### src/rtl/adc_resp_emu_if.sv
// adc_resp_emu_if: command/response streaming bus between an ADC initiator and the emulator
interface adc_resp_emu_if;
  logic        command_valid;
  logic        command_ready;
  logic [4:0]  command_channel;
  logic        command_startofpacket;
  logic        command_endofpacket;
  logic        response_valid;
  logic [4:0]  response_channel;
  logic [11:0] response_data;
  logic        response_startofpacket;
  logic        response_endofpacket;
  modport master (
    output command_valid, command_channel, command_startofpacket, command_endofpacket,
    input  command_ready, response_valid, response_channel, response_data,
           response_startofpacket, response_endofpacket
  );
  modport slave (
    input  command_valid, command_channel, command_startofpacket, command_endofpacket,
    output command_ready, response_valid, response_channel, response_data,
           response_startofpacket, response_endofpacket
  );
endinterface

### src/rtl/adc_resp_emu.sv
// adc_resp_emu: emulates an ADC that answers channel commands from a loadable sample table
module adc_resp_emu #(
  parameter int CONV_CYCLES = 4,
  parameter int MAX_CH      = 16
) (
  input  logic                Clk,
  input  logic                Reset,
  adc_resp_emu_if.slave       bus,
  input  logic                load_en,
  input  logic [4:0]          load_channel,
  input  logic [11:0]         load_data,
  output logic                cmd_error,
  output logic [15:0]         conv_count
);
  typedef enum logic [1:0] {IDLE, CONVERT, RESPOND} state_t;
  localparam logic [7:0] CNT_INIT = 8'(CONV_CYCLES - 1);
  localparam logic [5:0] CH_MAX   = 6'(MAX_CH);
  state_t      state;
  logic [7:0]  cnt;
  logic [4:0]  ch;
  logic [11:0] table_mem [32];
  logic        ready_q;
  logic        valid_q;
  logic [4:0]  rsp_ch;
  logic [11:0] rsp_data;
  logic [15:0] done_cnt;
  logic        accept;
  logic        unused_sop_eop;
  assign accept                     = bus.command_valid && ready_q;
  assign bus.command_ready          = ready_q;
  assign bus.response_valid         = valid_q;
  assign bus.response_startofpacket = valid_q;
  assign bus.response_endofpacket   = valid_q;
  assign bus.response_channel       = rsp_ch;
  assign bus.response_data          = rsp_data;
  assign conv_count                 = done_cnt;
  assign unused_sop_eop             = bus.command_startofpacket ^ bus.command_endofpacket;
  // sample table: cleared on reset, written by the load port; reads in the FSM see the pre-edge value
  always_ff @(posedge Clk) begin
    if (Reset) begin
      for (int i = 0; i < 32; i++) table_mem[i] <= '0;
    end else if (load_en) begin
      table_mem[load_channel] <= load_data;
    end
  end
  // conversion FSM with registered handshake, result and status outputs
  always_ff @(posedge Clk) begin
    if (Reset) begin
      state     <= IDLE;
      cnt       <= '0;
      ch        <= '0;
      ready_q   <= 1'b1;
      valid_q   <= 1'b0;
      rsp_ch    <= '0;
      rsp_data  <= '0;
      cmd_error <= 1'b0;
      done_cnt  <= '0;
    end else begin
      valid_q   <= 1'b0;
      cmd_error <= accept && ({1'b0, bus.command_channel} > CH_MAX);
      if (accept) begin
        state   <= CONVERT;
        cnt     <= CNT_INIT;
        ch      <= bus.command_channel;
        ready_q <= 1'b0;
      end else if (state == CONVERT) begin
        cnt <= cnt - 8'd1;
        if (cnt == 8'd0) begin
          state    <= RESPOND;
          ready_q  <= 1'b1;
          valid_q  <= 1'b1;
          rsp_ch   <= ch;
          rsp_data <= ({1'b0, ch} > CH_MAX) ? 12'h000 : table_mem[ch];
          done_cnt <= done_cnt + 16'd1;
        end
      end else if (state == RESPOND) begin
        state <= IDLE;
      end
    end
  end
endmodule

### src/flat_wrapper.sv
// flat-port wrapper written by rule: the top's interface ports become plain ports
module adc_resp_emu_flat 
#(
  parameter int CONV_CYCLES = 4,
  parameter int MAX_CH      = 16
)
  (Clk, Reset, load_en, load_channel, load_data, cmd_error, conv_count, bus_command_valid, bus_command_channel, bus_command_startofpacket, bus_command_endofpacket, bus_command_ready, bus_response_valid, bus_response_channel, bus_response_data, bus_response_startofpacket, bus_response_endofpacket);
  adc_resp_emu_if bus_i ();
  input  logic Clk;
  input  logic Reset;
  input  logic load_en;
  input  logic [4:0] load_channel;
  input  logic [11:0] load_data;
  output logic cmd_error;
  output logic [15:0] conv_count;
  input wire logic [$bits(bus_i.command_valid)-1:0] bus_command_valid;
  input wire logic [$bits(bus_i.command_channel)-1:0] bus_command_channel;
  input wire logic [$bits(bus_i.command_startofpacket)-1:0] bus_command_startofpacket;
  input wire logic [$bits(bus_i.command_endofpacket)-1:0] bus_command_endofpacket;
  output wire logic [$bits(bus_i.command_ready)-1:0] bus_command_ready;
  output wire logic [$bits(bus_i.response_valid)-1:0] bus_response_valid;
  output wire logic [$bits(bus_i.response_channel)-1:0] bus_response_channel;
  output wire logic [$bits(bus_i.response_data)-1:0] bus_response_data;
  output wire logic [$bits(bus_i.response_startofpacket)-1:0] bus_response_startofpacket;
  output wire logic [$bits(bus_i.response_endofpacket)-1:0] bus_response_endofpacket;
  assign bus_i.command_valid = bus_command_valid;
  assign bus_i.command_channel = bus_command_channel;
  assign bus_i.command_startofpacket = bus_command_startofpacket;
  assign bus_i.command_endofpacket = bus_command_endofpacket;
  assign bus_command_ready = bus_i.command_ready;
  assign bus_response_valid = bus_i.response_valid;
  assign bus_response_channel = bus_i.response_channel;
  assign bus_response_data = bus_i.response_data;
  assign bus_response_startofpacket = bus_i.response_startofpacket;
  assign bus_response_endofpacket = bus_i.response_endofpacket;
  adc_resp_emu #(.CONV_CYCLES(CONV_CYCLES), .MAX_CH(MAX_CH)) u_core (.Clk(Clk), .Reset(Reset), .bus(bus_i), .load_en(load_en), .load_channel(load_channel), .load_data(load_data), .cmd_error(cmd_error), .conv_count(conv_count));
endmodule
### config.mk
export PLATFORM = sky130hd
export DESIGN_NAME = adc_resp_emu_flat
export DESIGN_NICKNAME = d
export VERILOG_FILES = /design/src/rtl/adc_resp_emu_if.sv /design/src/rtl/adc_resp_emu.sv /design/src/flat_wrapper.sv
export SDC_FILE = /design/constraint.sdc
export NUM_CORES = 1
export LEC_CHECK = 0
export CAP_MARGIN = 0
export CORE_MARGIN = 2
export CORE_UTILIZATION = 55
export DETAILED_ROUTE_END_ITERATION = 16
export GPL_ROUTABILITY_DRIVEN = 0
export GPL_TIMING_DRIVEN = 0
export PLACE_DENSITY = 0.81
export SLEW_MARGIN = 20
export SYNTH_ARGS = -nofsm -noshare
export SYNTH_HDL_FRONTEND = slang
export SYNTH_SLANG_ARGS = --single-unit
### constraint.sdc
create_clock -name Clk -period 2.15 [get_ports Clk]
set_input_delay 0.43 -clock Clk [delete_from_list [all_inputs] [get_ports Clk]]
set_output_delay 0.43 -clock Clk [all_outputs]
set_load 0.005 [all_outputs]
### Word level (Yosys, flattened, before mapping)

Memory sizes are Yosys's and may differ from the RTL's. A register that Yosys moved wholly into a read port is not among the register bits.
Index checks and enable logic that the tools add are counted.

| word-level totals | value |
|---|---|
| bits in registers | 51 |
| bits in writable memories | 384 |
| input port bits | 28 |
| output and inout port bits | 38 |
| word-level logic and storage cells | 57 |
| memories kept | 1 |

| operators by class | value |
|---|---|
| add/subtract/negate cells | 2 |
| order comparisons | 2 |
| equality and inequality tests | 4 |
| multiplexer cells | 21 |
| bitwise gates (word level) | 2 |
| reduce and logical (&&, ||, !) cells | 14 |

Memory list:

| memory | depth | bits a word | read ports | clocked after Yosys merged registers in | wr ports | RTL line | text |
|---|---|---|---|---|---|---|---|
| u_core.table_mem | 32 | 12 | 1 | 1 | 32 | adc_resp_emu.sv:21 | `logic [11:0] table_mem [32];` |

Operator list:

| operator | count |
|---|---|
| two-way mux 12 bit | 2 |
| adder 16 x 1 -> 16 bit (second input constant) | 1 |
| two-way mux 5 bit | 3 |
| OR reduction 12 bit | 1 |
| two-way mux 1 bit | 11 |
| greater-than comparator 5 bit (second input constant) | 2 |
| two-way mux 2 bit | 5 |
| zero test 8 bit | 1 |
| subtractor 8 x 1 -> 8 bit (second input constant) | 1 |
| AND reduction 2 bit | 3 |
| nonzero test 2 bit | 3 |
| inequality test 3 x 2 -> 1 bit (second input constant) | 1 |
| AND reduction 3 bit | 1 |
| nonzero test 3 bit | 1 |
| OR reduction 3 bit | 1 |
| equality test 2 x 1 -> 1 bit (second input constant) | 1 |
| equality test 2 bit (second input constant) | 1 |
| logical AND 1 bit | 2 |
| inequality test 2 bit (second input constant) | 1 |
| NOT 1 bit | 2 |
| OR reduction 2 bit | 1 |

### Logic depth before layout (Yosys ltp)

Gate-level depths: netlist (run 1).

| depth | value |
|---|---|
| word-level depth | 5 |
| mapped depth | 9 |
| depth with buffers taken out | 6 |

### Least setup slack after synthesis (run 1)

Ideal clock, no wire load.

| timing | value |
|---|---|
| kind | reg2reg |
| start | register (tool-made name) |
| end | register u_core.rsp_data[1], in the netlist u_core.bus.response_data[1] |
| library setup time | 0.122 ns |
| arrival | 2.122 ns |
| data required time | 2.028 ns |
| slack | -0.094 ns |
| cell stages (with the launch flop) | 9 |
| path buffers | 4 |
| clock period less this slack | 2.244 ns |
| cells stage by stage | dfxtp_1 buf_2 buf_2 clkbuf_1 buf_1 mux4_2 a22oi_1 nand2_1 a221o_1 |

RTL lines:

| what | RTL line | text |
|---|---|---|
| end signal: assignment | adc_resp_emu.sv:73 | `rsp_data <= ({1'b0, ch} > CH_MAX) ? 12'h000 : table_mem[ch];` |
| end: declaration | adc_resp_emu.sv:25 | `logic [11:0] rsp_data;` |

==> impl_results.md, run 1 <==
- Root buf cell: sky130_fd_sc_hd__clkbuf_16
- I/O Pins: 66
- Layout cell share with drive strength beyond 1: a little under a fifth
- Final hold violation count: 0
- Post-synthesis instance area: approximately 20000 um^2
- Wirelength per Cell: between 20 and 30 um
- Via count: around 12000
- Async S/R FF share, synth: 0%
- Slew of the pin with the lowest slew margin: approximately 760 ps
- Detailed placement HPWL: 33500 um
- Die H: about 190 um
- Number of vias per cell: roughly 6.2
- Final Worst Setup Slack: -253 ps
- Total wire length: between 50000 and 60000 um
- Leading cell type in the layout, fill and taps excluded: sky130_fd_sc_hd__and2_1
- Result of the run: finished with violations
- Worst-case headroom to the max-slew limit: between 40% and 50%
- Clk_lat worst skew: between 500 and 600 ps
- Most used flip-flop cell after synthesis: sky130_fd_sc_hd__edfxtp_1
- Clock tree skew after final layout: a little over 20 ps
- Number of antenna violations at the first check in global routing: 0
- Worst min path class: in -> reg
- Static Leakage: 7.78 nW
- Most used cells in the layout excluding fill and tap cells: 386 x sky130_fd_sc_hd__and2_1, 384 x sky130_fd_sc_hd__edfxtp_1, 105 x sky130_fd_sc_hd__mux4_2
- Die boundary width: roughly 190 um
- Required time reported for the critical path endpoint: approximately 2600 ps
- # H-tree levels: 2
- Port Buffers: 62
- Maximum fanout count along the critical path: 5
- Iteration-0 DRC count of the detailed router: about 1700
- Total negative slack for setup checks: -2640 ps
- Number of standard-cell rows in the floorplan: just under 70
- Post-synth net total: 1378
- Overall die area: ~38000 um^2
- Area added between synthesis and finish: 15.4%
- TritonCTS clock tree: yes
- Clock period minus worst slack: 2400 ps
- Post-Synthesis Mean Instance Area: roughly 15 um^2
- Kind of critical path: reg -> reg
- Number of global-route vias before repair: ~12000
- GRT overflow: 0
- Number of nets in the layout: 1500
- Max-Cap Viols: 0
- HP Start: Reset
- Core Util, Final: between 60 and 70%
- Number of iterations in the first detailed-routing pass: 6
- Antenna viol nets, final: 0
- Fraction of the yosys area taken by sequential cells: between 60% and 70%
- Count of inserted antenna diode cells: 0
- First-pass GRT wire length: 74900 um
- Critical Path AT: between 2000 and 3000 ps
- Crit. End Element: flop
- Maximum number of pins on one net before global-route repair: 15
- Part of the cycle the worst path needs: 112%
- Core area: around 36000 um^2
- Max-slew violation count: 0
- Highest clock rate: about 420 MHz
- Number of synthesized register bits: 440
- Number of buffers created by CTS: 44
- Largest buffer count on any clock path: 3
- Final total power: approximately 19 mW
- Post-synthesis cell count: 1346
- Count of unique library cells instantiated by Yosys: 45
- Unrepaired setup endpoints after global routing: yes
- Clock input transition at the sequential cells of the worst setup and hold paths: about 60 ps
- Violations in the final reports: setup timing
- Synth warn: 0
- Total of hold buffers inserted after clock tree synthesis: 0
- Ratio of total power to cell area: a little over 800 nW/um^2
- Starting Density: between 50% and 60%
- Global-route total usage across every layer: between 20% and 30%
- Total clock sinks: 440
- Post-route DRC violation count: 0
- # setup viols final: 12
- Kind of launch point of the worst setup path: flop
- Number of synthesized flops with an enable pin: 384
- Worst voltage drop across the vdd grid: approximately 0.58 mV
[critical path, stage by stage, from the launching register on]
cell                      delay (ps)
sky130_fd_sc_hd__dfxtp_4         390
sky130_fd_sc_hd__buf_12          160
sky130_fd_sc_hd__buf_12          150
sky130_fd_sc_hd__mux4_2          560
sky130_fd_sc_hd__mux4_2          560
sky130_fd_sc_hd__and4_1          230
sky130_fd_sc_hd__a221o_1         250
[registers in the layout, summed over array words and instances (netlist names), 2 cells and up, named ones only]
| register | flops |
|---|---|
| u_core.state | 2 |
| u_core.cnt | 8 |
| u_core.bus.response_data | 12 |
| u_core.bus.response_channel | 5 |
| u_core.conv_count | 16 |
| u_core.ch | 5 |
| u_core.table_mem | 384 |
[per-stage QoR]
stage	cell area [um^2]	cells	hold slack, ps	setup WS [ps]
after floorplan	19800	1346	440	13.4
after global placement	21000	1869	446	-1060
after detailed placement	21000	1869	448	-1110
after CTS	22700	1953	408	-250
after global routing	22900	1961	430	-257
final	22900	1961	400	-253
[synth_stat cells, types with 3 or more instances]
master / number / area (um^2)
sky130_fd_sc_hd__a21oi_1: 26 / 130
sky130_fd_sc_hd__a221o_1: 12 / 120
sky130_fd_sc_hd__a22oi_1: 24 / 180
sky130_fd_sc_hd__and2_1: 386 / 2410
sky130_fd_sc_hd__and3_1: 3 / 18.8
sky130_fd_sc_hd__and4_1: 12 / 105
sky130_fd_sc_hd__buf_1: 3 / 11.3
sky130_fd_sc_hd__buf_2: 6 / 30.0
sky130_fd_sc_hd__buf_4: 5 / 37.5
sky130_fd_sc_hd__buf_6: 4 / 45.0
sky130_fd_sc_hd__clkbuf_1: 99 / 372
sky130_fd_sc_hd__dfxtp_1: 56 / 1120
sky130_fd_sc_hd__edfxtp_1: 384 / 11500
sky130_fd_sc_hd__ha_1: 4 / 50.1
sky130_fd_sc_hd__inv_1: 7 / 26.3
sky130_fd_sc_hd__mux4_1: 16 / 420
sky130_fd_sc_hd__mux4_2: 92 / 2070
sky130_fd_sc_hd__nand2_1: 45 / 169
sky130_fd_sc_hd__nand3_1: 6 / 30.0
sky130_fd_sc_hd__nand3b_1: 5 / 37.5
sky130_fd_sc_hd__nand4_1: 5 / 31.3
sky130_fd_sc_hd__nor2_1: 50 / 188
sky130_fd_sc_hd__nor2b_1: 4 / 25.0
sky130_fd_sc_hd__nor4_1: 3 / 18.8
sky130_fd_sc_hd__o21ai_0: 7 / 35.0
sky130_fd_sc_hd__o31ai_1: 7 / 52.6
sky130_fd_sc_hd__or2_2: 32 / 200
sky130_fd_sc_hd__or3_1: 5 / 31.3
sky130_fd_sc_hd__or4_1: 9 / 67.6
sky130_fd_sc_hd__xnor2_1: 5 / 43.8
sky130_fd_sc_hd__xor2_1: 4 / 35.0
[cell type report]
cell class | instances | area [um^2]
repair buffers | 79 | 858
clock inverters | 14 | 111
plain buffers | 116 | 703
fillers | 2452 | 12700
clock buffers | 64 | 1230
multi-input cells | 780 | 6730
inverters | 7 | 26.3
flip-flops and latches | 440 | 12700
well taps | 461 | 577
[logic make-up after synthesis]
family / Yosys count / share of synthesized area (%)
AND/OR/NAND/NOR: 578 / 17.4
flip-flops: 440 / 63.8
buffers and inverters: 126 / 2.78
multiplexers: 110 / 12.7
AO/OA/AOI/OAI: 79 / 2.72
XOR/XNOR: 9 / 0.397
adder cells (fa/ha/maj): 4 / 0.252
[power by group]
| group | switching, mW | leakage [nW] | total, mW | internal [mW] |
|---|---|---|---|---|
| combinational | 0.975 | 3.03 | 1.72 | 0.740 |
| clock | 3.09 | 0.647 | 7.27 | 4.18 |
| sequential | 0.164 | 4.11 | 9.87 | 9.71 |
[routing by layer]
layer,GRT usage (%),vias up,part of all wire [%]
met5,0,-,0
li1,-,5185,-
met4,12.0,0,4.8
met3,5.55,127,9.9
met1,35.8,6092,38
met2,43.0,722,47
[what timing repair did]
item / CTS / global route
setup buffers: 6 / 5
endpoints found under the setup margin: 273 / 206
cloned: 2 / 4
gates resized for setup: 84 / 39
pin swaps: 2 / 2
[final timing paths]
kind / end / slack, ps / depth (start not counted)
max reg2reg: u_core.bus.response_data[1] / -250 / 6
max: u_core.bus.response_data[1] / -250 / 6
min: u_core.conv_count[6] / 400 / 3
min reg2reg: u_core.bus.response_channel[0] / 450 / 2
No activity file was read; power rests on OpenSTA's default activity.
==> inputs of run 2 (changes only) <==
--- a/config.mk
+++ b/config.mk
@@ -6,8 +6,10 @@
 export NUM_CORES = 1
 export LEC_CHECK = 0
 export CAP_MARGIN = 0
+export CELL_PAD_IN_SITES_DETAIL_PLACEMENT = 2
+export CELL_PAD_IN_SITES_GLOBAL_PLACEMENT = 2
 export CORE_MARGIN = 2
-export CORE_UTILIZATION = 55
+export CORE_UTILIZATION = 41
 export DETAILED_ROUTE_END_ITERATION = 16
 export GPL_ROUTABILITY_DRIVEN = 0
 export GPL_TIMING_DRIVEN = 0
==> run 2 against run 1 <==
Effect of this change: the run still ends with setup timing left; clock skew grew 3.1 ps; core utilization down 16 points; clock-buffer cell count is 1 higher; register-to-register slack got worse by 40 ps; first-iteration DRC count fell by 46%; sequential share of layout area is 0.90 points lower.
==> impl_results.md, run 2 (synthesis results as in run 1) <==
- Number of vias per cell: 5.72 (was 6.18)
- Final Worst Setup Slack: -293 ps (was -253 ps)
- Part of the cycle the worst path needs: 114% (was 112%)
- Highest clock rate: 409 MHz (was 416 MHz)
- First-pass GRT wire length: 92800 um (was 74900 um)
- Worst slack at placement: -1310 ps (was -1110 ps)
- Max-Cap Viols: 0 (unchanged)
- Most used cells in the layout excluding fill and tap cells: 386 x sky130_fd_sc_hd__and2_1, 384 x sky130_fd_sc_hd__edfxtp_1, 103 x sky130_fd_sc_hd__mux4_2 (was 386 x sky130_fd_sc_hd__and2_1, 384 x sky130_fd_sc_hd__edfxtp_1, 105 x sky130_fd_sc_hd__mux4_2)
- Die H: 224 um (was 194 um)
- TritonCTS clock tree: yes (unchanged)
- Slew of the pin with the lowest slew margin: 894 ps (was 764 ps)
- Reg2reg path depth: 6 (unchanged)
- I/O Pins: 66 (unchanged)
- Violations in the final reports: setup timing (unchanged)
- Critical Path AT: 2920 ps (was 2840 ps)
- Leading cell type in the layout, fill and taps excluded: sky130_fd_sc_hd__and2_1 (unchanged)
- Result of the run: finished with violations (unchanged)
- Number of standard-cell rows in the floorplan: 80 (was 69)
- Non-Filler Cell Area, Final: 23300 um^2 (was 22900 um^2)
- Post-route DRC violation count: 0 (unchanged)
- Worst hold-check slack: 434 ps (was 400 ps)
- Number of iterations in the first detailed-routing pass: 5 (was 6)
- Unrepaired setup endpoints after global routing: yes (unchanged)
- Total of hold buffers inserted after clock tree synthesis: 0 (unchanged)
- Critical path destination: u_core.bus.response_data[2] (was u_core.bus.response_data[1])
- Area added between synthesis and finish: 17.3% (was 15.4%)
- Static Leakage: 7.90 nW (was 7.78 nW)
- Root buf cell: sky130_fd_sc_hd__clkbuf_16 (unchanged)
- Maximum number of pins on one net before global-route repair: 14 (was 15)
- Clock input transition at the sequential cells of the worst setup and hold paths: 60 ps (about the same)
- Worst voltage drop across the vdd grid: 0.555 mV (was 0.580 mV)
- Post-placement cell area: 21200 um^2 (was 21000 um^2)
- Crit. End Element: flop (unchanged)
- Detailed placement HPWL: 44600 um (was 33500 um)
- Maximum fanout count along the critical path: 8 (was 5)
- Core area: 47700 um^2 (was 35600 um^2)
- Ratio of total power to cell area: 853 nW/um^2 (was 824 nW/um^2)
- Area of the multi-input gates: 6770 um^2 (was 6730 um^2)
- Max-slew violation count: 0 (unchanged)
- Starting Density: 41.6% (was 55.8%)
- Reg2reg end: u_core.bus.response_data[2] (was u_core.bus.response_data[1])
- Kind of critical path: reg -> reg (unchanged)
- Die boundary width: 224 um (was 194 um)
- Worst min path class: in -> reg (unchanged)
- Clk_lat worst skew: 600 ps (was 550 ps)
- Number of buffers created by CTS: 48 (was 44)
- Reg-to-reg slack, setup: -290 ps (was -250 ps)
- Reg with most FFs: u_core.table_mem (unchanged)
- Sequential cell area: 12700 um^2 (about the same)
- Clock tree skew after final layout: 23.6 ps (was 20.5 ps)
- Iteration-0 DRC count of the detailed router: 939 (was 1744)
- GRT overflow: 0 (unchanged)
- Largest buffer count on any clock path: 3 (unchanged)
- Worst-case headroom to the max-slew limit: 40.4% (was 49.1%)
- Total clock sinks: 440 (unchanged)
- # H-tree levels: 2 (unchanged)
- Via count: 12140 (was 12126)
- Number of antenna violations at the first check in global routing: 2 (was 0)
- Number of nets in the layout: 1500 (unchanged)
- Antenna viol nets, final: 0 (unchanged)
- Required time reported for the critical path endpoint: 2620 ps (was 2590 ps)
- Clock period minus worst slack: 2440 ps (was 2400 ps)
- Overall die area: 50200 um^2 (was 37600 um^2)
- Number of global-route vias before repair: 13397 (was 12161)
- Fillers: 4421 (was 2452)
- Final hold violation count: 0 (unchanged)
- Total wire length: 63000 um (was 50700 um)
- Max reg flops: 384 (unchanged)
- Wirelength per Cell: 29.7 um (was 25.9 um)
- Global-route total usage across every layer: 25.7% (was 26.8%)
- Port Buffers: 62 (unchanged)
- Layout cell share with drive strength beyond 1: 20.4% (was 18.2%)
- # setup viols final: 12 (unchanged)
- Kind of launch point of the worst setup path: flop (unchanged)
==> run 2: cell type report <==
| class | instances | area share [%] |
|---|---|---|
| Inverter | 7 | 0.113 |
| Tap cell | 615 | 3.31 |
| Timing Repair Buffer | 74 | 3.35 |
| Clock inverter | 23 | 0.699 |
| Buffer | 117 | 3.16 |
| Antenna cell | 1 | 0.0108 |
| Sequential cell | 440 | 54.4 |
| Multi-Input combinational cell | 780 | 29.1 |
| Clock buffer | 65 | 5.86 |
==> run 2: how the worst min path moves through the flow <==
stage	startpoint	endpoint	slack [ps]	cells after the start
after floorplan	u_core.ch[3]	u_core.bus.response_channel[3]	440	2
after global placement	u_core.bus.response_channel[2]	u_core.bus.response_channel[2]	450	2
after detailed placement	u_core.bus.response_channel[2]	u_core.bus.response_channel[2]	460	2
after CTS	Reset	u_core.conv_count[6]	410	3
after global routing	Reset	u_core.conv_count[10]	480	3
final	Reset	u_core.conv_count[10]	430	3
==> run 2: power breakdown <==
group	switching [mW]	internal, mW	total, mW
Sequential	0.187	9.71	9.90
Clock	3.46	4.67	8.13
Combinational	1.07	0.738	1.81
Total	4.72	15.1	19.8
==> run 2: repair_timing <==
| action | CTS | global route |
|---|---|---|
| setup endpoints to repair | 351 | 251 |
| buffers inserted | 11 | 1 |
| pin swaps | 4 | 4 |
| cloned | 2 | 0 |
| gates resized for setup | 104 | 49 |
==> run 2: layer usage <==
layer | wire length, um | share of wire [%] | track usage, %
met2 | 30600 | 49 | 43.0
met1 | 25200 | 40 | 32.0
met3 | 4130 | 6.6 | 5.80
met4 | 3020 | 4.8 | 11.5
met5 | 8 | 0.013 | 0
==> run 2: metrics by stage <==
| step | util, % | instances | power (mW) | TNS [ps] |
|---|---|---|---|---|
| after floorplan | - | 1346 | 10.9 | 0 |
| after global placement | 44.5 | 2023 | 11.5 | -426380 |
| after detailed placement | 44.5 | 2023 | 11.7 | -498940 |
| after CTS | 48.5 | 2121 | 19.9 | -2900 |
| after global routing | 48.7 | 2121 | 20.4 | -3580 |
| final | 48.7 | 2122 | 19.8 | -3090 |
==> run 2: worst max-delay path: stages, from the launching register on <==
cell and delay (ps):
sky130_fd_sc_hd__dfxtp_2 340, sky130_fd_sc_hd__buf_12 170, sky130_fd_sc_hd__buf_12 160, sky130_fd_sc_hd__mux4_2 570, sky130_fd_sc_hd__mux4_2 570, sky130_fd_sc_hd__and4_1 250
sky130_fd_sc_hd__a221o_1 260
